### src/rtl/lc3_mem_arbiter.sv
// Arbitrates one single-port unified memory between the LC3 fetch and data ports.
// Data has priority; a fetch is forced through after STARVE_MAX consecutive data grants.
module lc3_mem_arbiter #(
   parameter int unsigned ADDR_W     = 16,
   parameter int unsigned DATA_W     = 16,
   parameter int unsigned MEM_LAT    = 2,
   parameter int unsigned STARVE_MAX = 4
) (
   input  logic              clock,
   input  logic              reset,
   input  logic              instrmem_rd,
   input  logic [ADDR_W-1:0] pc,
   output logic [DATA_W-1:0] Instr_dout,
   output logic              complete_instr,
   input  logic              data_req,
   input  logic              Data_rd,
   input  logic [ADDR_W-1:0] Data_addr,
   input  logic [DATA_W-1:0] Data_din,
   output logic [DATA_W-1:0] Data_dout,
   output logic              complete_data,
   output logic              busy,
   output logic              mem_en,
   output logic              mem_we,
   output logic [ADDR_W-1:0] mem_addr,
   output logic [DATA_W-1:0] mem_wdata,
   input  logic [DATA_W-1:0] mem_rdata
);

   localparam int unsigned CNT_W = $clog2(MEM_LAT + 1);
   localparam int unsigned SC_W  = $clog2(STARVE_MAX + 1);

   typedef enum logic [2:0] {
      IDLE, ISSUE_I, ISSUE_D, WAIT_I, WAIT_D, DONE_I, DONE_D
   } state_t;

   state_t            state_q, state_d;
   logic [SC_W-1:0]   starve_cnt_q, starve_cnt_d;
   logic [CNT_W-1:0]  wait_cnt_q, wait_cnt_d;
   logic              is_write_q, is_write_d;
   logic [ADDR_W-1:0] mem_addr_q, mem_addr_d;
   logic [DATA_W-1:0] mem_wdata_q, mem_wdata_d;
   logic [DATA_W-1:0] instr_dout_q, instr_dout_d;
   logic [DATA_W-1:0] data_dout_q, data_dout_d;

   logic              force_instr;

   assign force_instr = (starve_cnt_q == SC_W'(STARVE_MAX));

   always_comb begin
      state_d        = state_q;
      starve_cnt_d   = starve_cnt_q;
      wait_cnt_d     = wait_cnt_q;
      is_write_d     = is_write_q;
      mem_addr_d     = mem_addr_q;
      mem_wdata_d    = mem_wdata_q;
      instr_dout_d   = instr_dout_q;
      data_dout_d    = data_dout_q;
      mem_en         = 1'b0;
      mem_we         = 1'b0;
      complete_instr = 1'b0;
      complete_data  = 1'b0;

      case (state_q)
         IDLE: begin
            if (!instrmem_rd) begin
               starve_cnt_d = '0;
            end
            if (data_req && !(instrmem_rd && force_instr)) begin
               state_d    = ISSUE_D;
               mem_addr_d = Data_addr;
               is_write_d = !Data_rd;
               if (!Data_rd) begin
                  mem_wdata_d = Data_din;
               end
               if (instrmem_rd && !force_instr) begin
                  starve_cnt_d = starve_cnt_q + 1'b1;
               end
            end else if (instrmem_rd) begin
               state_d      = ISSUE_I;
               mem_addr_d   = pc;
               is_write_d   = 1'b0;
               starve_cnt_d = '0;
            end
         end
         // Both latencies route through WAIT so mem_rdata is always sampled MEM_LAT cycles after mem_en.
         ISSUE_I: begin
            mem_en     = 1'b1;
            wait_cnt_d = CNT_W'(MEM_LAT - 1);
            state_d    = WAIT_I;
         end
         ISSUE_D: begin
            mem_en     = 1'b1;
            mem_we     = is_write_q;
            wait_cnt_d = CNT_W'(MEM_LAT - 1);
            state_d    = WAIT_D;
         end
         WAIT_I: begin
            if (wait_cnt_q == '0) begin
               instr_dout_d = mem_rdata;
               state_d      = DONE_I;
            end else begin
               wait_cnt_d = wait_cnt_q - 1'b1;
            end
         end
         WAIT_D: begin
            if (wait_cnt_q == '0) begin
               if (!is_write_q) begin
                  data_dout_d = mem_rdata;
               end
               state_d = DONE_D;
            end else begin
               wait_cnt_d = wait_cnt_q - 1'b1;
            end
         end
         DONE_I: begin
            complete_instr = 1'b1;
            state_d        = IDLE;
         end
         DONE_D: begin
            complete_data = 1'b1;
            state_d       = IDLE;
         end
         default: state_d = IDLE;
      endcase
   end

   always_ff @(posedge clock) begin
      if (reset) begin
         state_q      <= IDLE;
         starve_cnt_q <= '0;
         wait_cnt_q   <= '0;
         is_write_q   <= 1'b0;
         mem_addr_q   <= '0;
         mem_wdata_q  <= '0;
         instr_dout_q <= '0;
         data_dout_q  <= '0;
      end else begin
         state_q      <= state_d;
         starve_cnt_q <= starve_cnt_d;
         wait_cnt_q   <= wait_cnt_d;
         is_write_q   <= is_write_d;
         mem_addr_q   <= mem_addr_d;
         mem_wdata_q  <= mem_wdata_d;
         instr_dout_q <= instr_dout_d;
         data_dout_q  <= data_dout_d;
      end
   end

   assign busy       = (state_q != IDLE);
   assign mem_addr   = mem_addr_q;
   assign mem_wdata  = mem_wdata_q;
   assign Instr_dout = instr_dout_q;
   assign Data_dout  = data_dout_q;

endmodule
### config.mk
export PLATFORM = sky130hd
export DESIGN_NAME = lc3_mem_arbiter
export DESIGN_NICKNAME = d
export VERILOG_FILES = /design/src/rtl/lc3_mem_arbiter.sv
export SDC_FILE = /design/constraint.sdc
export NUM_CORES = 1
export LEC_CHECK = 0
export BUFFER_PORTS_ARGS = -buffer_cell sky130_fd_sc_hd__buf_2
export CORE_UTILIZATION = 25
export DETAILED_ROUTE_END_ITERATION = 8
export GPL_ROUTABILITY_DRIVEN = 0
export HOLD_SLACK_MARGIN = 0.05
export PLACE_DENSITY = 0.59
export SLEW_MARGIN = 30
export SYNTH_ARGS = -nofsm -noshare
export SYNTH_HDL_FRONTEND = slang
export SYNTH_SLANG_ARGS = --single-unit
### constraint.sdc
create_clock -name clock -period 3.95 [get_ports clock]
set_input_delay 0.79 -clock clock [delete_from_list [all_inputs] [get_ports clock]]
set_output_delay 0.79 -clock clock [all_outputs]
set_load 0.02 [all_outputs]
Yosys cells after proc, flatten, opt, wreduce, memory -nomap -nowiden

Index checks and enable logic that the tools add are counted.

Input bits: 69
Output and inout bits: 69
Register bits after elaboration: 73
Logic and storage cells: 61

Add/subtract/negate cells: 2
Bitwise gates (word level): 2
Multiplexer cells: 19
Eq/ne operators: 11
Reductions and logical operators: 19

Operators with widths:

| operator                                             | count |
|---|---|
| two-way mux 16 bit                                   | 2 |
| two-way mux 3 bit                                    | 8 |
| one-hot mux 3 bit (5 select lines)                   | 1 |
| equality test 3 bit (second input constant)          | 4 |
| AND reduction 3 bit                                  | 3 |
| equality test 3 x 2 -> 1 bit (second input constant) | 2 |
| two-way mux 1 bit                                    | 6 |
| != test 2 bit (second input constant)                | 3 |
| AND reduction 2 bit                                  | 3 |
| one-hot mux 2 bit (2 select lines)                   | 1 |
| nonzero test 2 bit                                   | 2 |
| OR reduction 2 bit                                   | 2 |
| adder 3 x 1 -> 3 bit (second input constant)         | 1 |
| equality test 3 x 1 -> 1 bit (second input constant) | 1 |
| logical AND 1 bit                                    | 3 |
| logical NOT 1 bit                                    | 3 |
| logical NOT 3 bit                                    | 1 |
| != test 3 bit (second input constant)                | 1 |
| nonzero test 3 bit                                   | 1 |
| logical NOT 2 bit                                    | 1 |
| two-way mux 2 bit                                    | 1 |
| inverter 1 bit                                       | 2 |
| subtractor 2 x 1 -> 2 bit (second input constant)    | 1 |

Longest topological paths before layout

Word-level depth: 6
Depth in mapped cells: 8
Mapped depth without buffers: 6

Least setup slack after synthesis

Ideal clock, no wire load.

Kind: register -> output
Start: reg state_q[2]
End: out mem_we
Buffers on the path: 2
Arrival time: 1385 ps
Required time: 3160 ps
Cell stages (with the launch flop): 4
Path slack: 1775 ps
Cell sequence: dfxtp_1 -> buf_6 -> clkbuf_1 -> nor4b_1

Word-level cells in the longest chain between the ends: 2

Ends and longest elaborated chain:

| element                      | line | RTL |
|---|---|---|
| start, declared              | 36   | `state_t state_q, state_d;` |
| start signal, assigned       | 138  | `state_q <= state_d;` |
| equality test 3 x 2 -> 1 bit | 63   | `case (state_q)` |
| two-way mux 1 bit            | 63   |  |
| end, declared                | 23   | `output logic mem_we,` |

Every way passes these cells.

Worst setup path in the final report

Start: reg state_q[1]
End: out mem_we

The elaborated chain is that of the path after synthesis.

==> results.yml <==
synthesis:
  synth_top_family_by_area: "simple AND/OR/NAND/NOR gates"
  synth_compound_area_frac: 0.160
  synth_edf_count: 0
  synth-seq-cells: 73
  netlist.top_cell.by_area: "dfxtp_1"
  netlist_top_cells_area: "dfxtp_1 (49%), nand2_1 (13%), a21oi_1 (6.4%)"
  ys_warn_count: 0
  synthXorXnorAreaFrac: 0.00296
  synthesis.nets: 432
  yosys.area_share.simple: 0.211
  postSynthCellCount: 360
  yosysUniqueCellTypes: 40
  synth.top_cell.area_share: 0.494
  yosysSeqAreaShare: 0.494
  synth_fa_ha_area_frac: 0.0127
  synth_area_um2: 2960
  syn_area_per_cell_um2: 8.22
  ys.flop_type: "dfxtp_1"
  synth.mux.area_fraction: 0.0575
  synth-async-reset-ratio: 0
detailed_routing:
  detail-route-antenna-nets: 0
  drc: 0
  via_count: 2849
  routed_via_density: 4.51
  drt_pass1_iterations: 4
  wirelength_mm: 7.67
  avgRoutedWirePerCell_um: 12.1
  drt_iter0_markers: 151
die:
  initial_core_util: 0.258
  pin_count: 138
  die_y_um: 111
  dieArea_um2: 12300
  die_w_um: 111
  rows: 39
  fp.coreArea_um2: 11500
pwr:
  combPwrFrac: 0.236
  seqPwrFrac: 0.396
  internal-power_mw: 1.56
  p_leak_nw: 1.90
  powerDensity_nw_per_um2: 564
  irDropWorstVdd_mv: 0.298
  p_sw_mw: 0.702
  pwr-share-clk: 0.367
  sw_frac_of_total: 0.311
clocking:
  cts_root_buf: "clkbuf_16"
  htree_levels: 3
  holdBufCountCts: 0
  worstSkewPairLatency_ns: 0.32
  post_cts.repair.setup_buffers: 0
  cts_tree: "built"
  cts_buffer_depth: 2
  numCtsBuffers: 9
  cts.sinks: 73
  clk_pin_slew_ns: 0.05
  cts.repair.resized: 0
sta:
  relSlewSlack: 0.523
  setup_tns_ns: 0
  fin_crit_sh: 0.608
  final.setup_skew_ns: 0.00593
  hold_violations: 0
  slew_viol_final: 0
  rsz0062_at_grt: "false"
  setup_violations: 0
  worstMarginPinSlew_ns: 0.714
  max_freq_mhz: 416
  fin_crit_ns: 2.40
setup_path:
  end_kind: "primary output"
  cp-start-kind: "flip-flop"
  crit_path_max_fanout: 10
  rrSetupSlack_ns: 2.00
  crit_arrival_ns: 1.61
  rr_endpoint: "Data_dout[4]"
  cp.required_ns: 3.16
  rr_worst_depth: 4
  path_class: "reg2out"
  r2r-start: "state_q[2]"
run:
  drv_cap: 0
global_route:
  grt_use_total: 0.127
  grt_max_degree: 58
  grt_pass1_wl_mm: 12.6
  grt-ovfl-total: 0
  grt_antenna_before_repair: 0
  grt_pass1_vias: 2662
worst_hold_path:
  min_delay_path_depth: 2
  hold_end: "Data_dout[13]"
  worstHoldStart: "Data_dout[13]"
  hp-class: "reg2reg"
layout:
  diodes: 0
  layout_commonest_cell: "buf_2"
  final_core_util: 0.349
  drive_gt1_frac: 0.325
  area_growth_pct: 35.4
  final_cell_mix: "buf_2 (137), nand2_1 (100), dfxtp_1 (73)"
  nNetsFinal: 556
run_status:
  status: "finished clean"
placed_design:
  io_buffers: 137
  hpwlAfterDp_mm: 5.39
per-stage QoR:
stage / worst slack, ns / cell area [um2] / instances / power [mW] / hold WS [ns]
floorplan: 1.78 / 2960 / 360 / 1.29 / 0.457
global placement: 1.93 / 3690 / 616 / 1.43 / 0.438
detailed placement: 1.88 / 3690 / 616 / 1.44 / 0.444
CTS: 1.52 / 4000 / 632 / 2.29 / 0.452
global route: 1.46 / 4010 / 632 / 2.40 / 0.473
finish: 1.55 / 4010 / 632 / 2.26 / 0.451
worst max path at each step:
stage,from,end
floorplan,state_q[2],mem_we
global placement,state_q[1],mem_we
detailed placement,state_q[1],mem_we
CTS,state_q[1],mem_we
global route,state_q[1],mem_we
finish,state_q[1],mem_we
cells in the mapped netlist, drive strengths merged, types with 2 or more instances:
| master | n |
|---|---|
| buf | 17 |
| dfxtp | 73 |
| nor2 | 27 |
| nand2 | 100 |
| nor2b | 2 |
| a21oi | 38 |
| nor3b | 2 |
| clkbuf | 9 |
| ha | 3 |
| mux2i | 17 |
| inv | 9 |
| o21ai | 23 |
| a31oi | 19 |
| nand3 | 2 |
| nor3 | 3 |
critical path: stages, from the launching register on:
cell     delay (ns)
dfxtp_1        0.56
inv_1          0.16
nor4b_1        0.34
buf_2          0.23
area by class of cell:
type,instances,area (um2)
multi-input combinational,252,1320
tap,143,179
sequential,73,1460
timing repair buffer,139,701
clock buffer,14,274
fill,1223,7460
clock inverter,2,35.0
inverter,9,33.8
sequential cells by signal, indices dropped and copies added, names as in the netlist:
signal / cells
wait_cnt_q: 2
mem_addr: 16
state_q: 3
Data_dout: 16
Instr_dout: 16
is_write_q: 1
mem_wdata: 16
starve_cnt_q: 3
metal layers:
| metal | wire, um | track usage | part of all wire |
|---|---|---|---|
| met5 | 0 | 0 | 0 |
| met4 | 51 | 0.0293 | 0.0066 |
| met3 | 511 | 0.0536 | 0.067 |
| met2 | 3550 | 0.210 | 0.46 |
| met1 | 3560 | 0.151 | 0.46 |
logic make-up after synthesis:
logic type      count (synthesis)
mux                            17
compound gates                 86
simple gates                  145
xor+xnor                        1
fa+ha+maj                       3
buf+inv                        35
flops                          73
power groups by stage:
stage | clock (mW) | combinational, mW | sequential, mW
after floorplan | 0 | 0.321 | 0.968
after global placement | 0 | 0.526 | 0.905
after detailed placement | 0 | 0.536 | 0.908
after CTS | 0.863 | 0.537 | 0.894
after global routing | 0.892 | 0.595 | 0.909
final | 0.830 | 0.534 | 0.896
No activity file was read; power rests on OpenSTA's default activity.
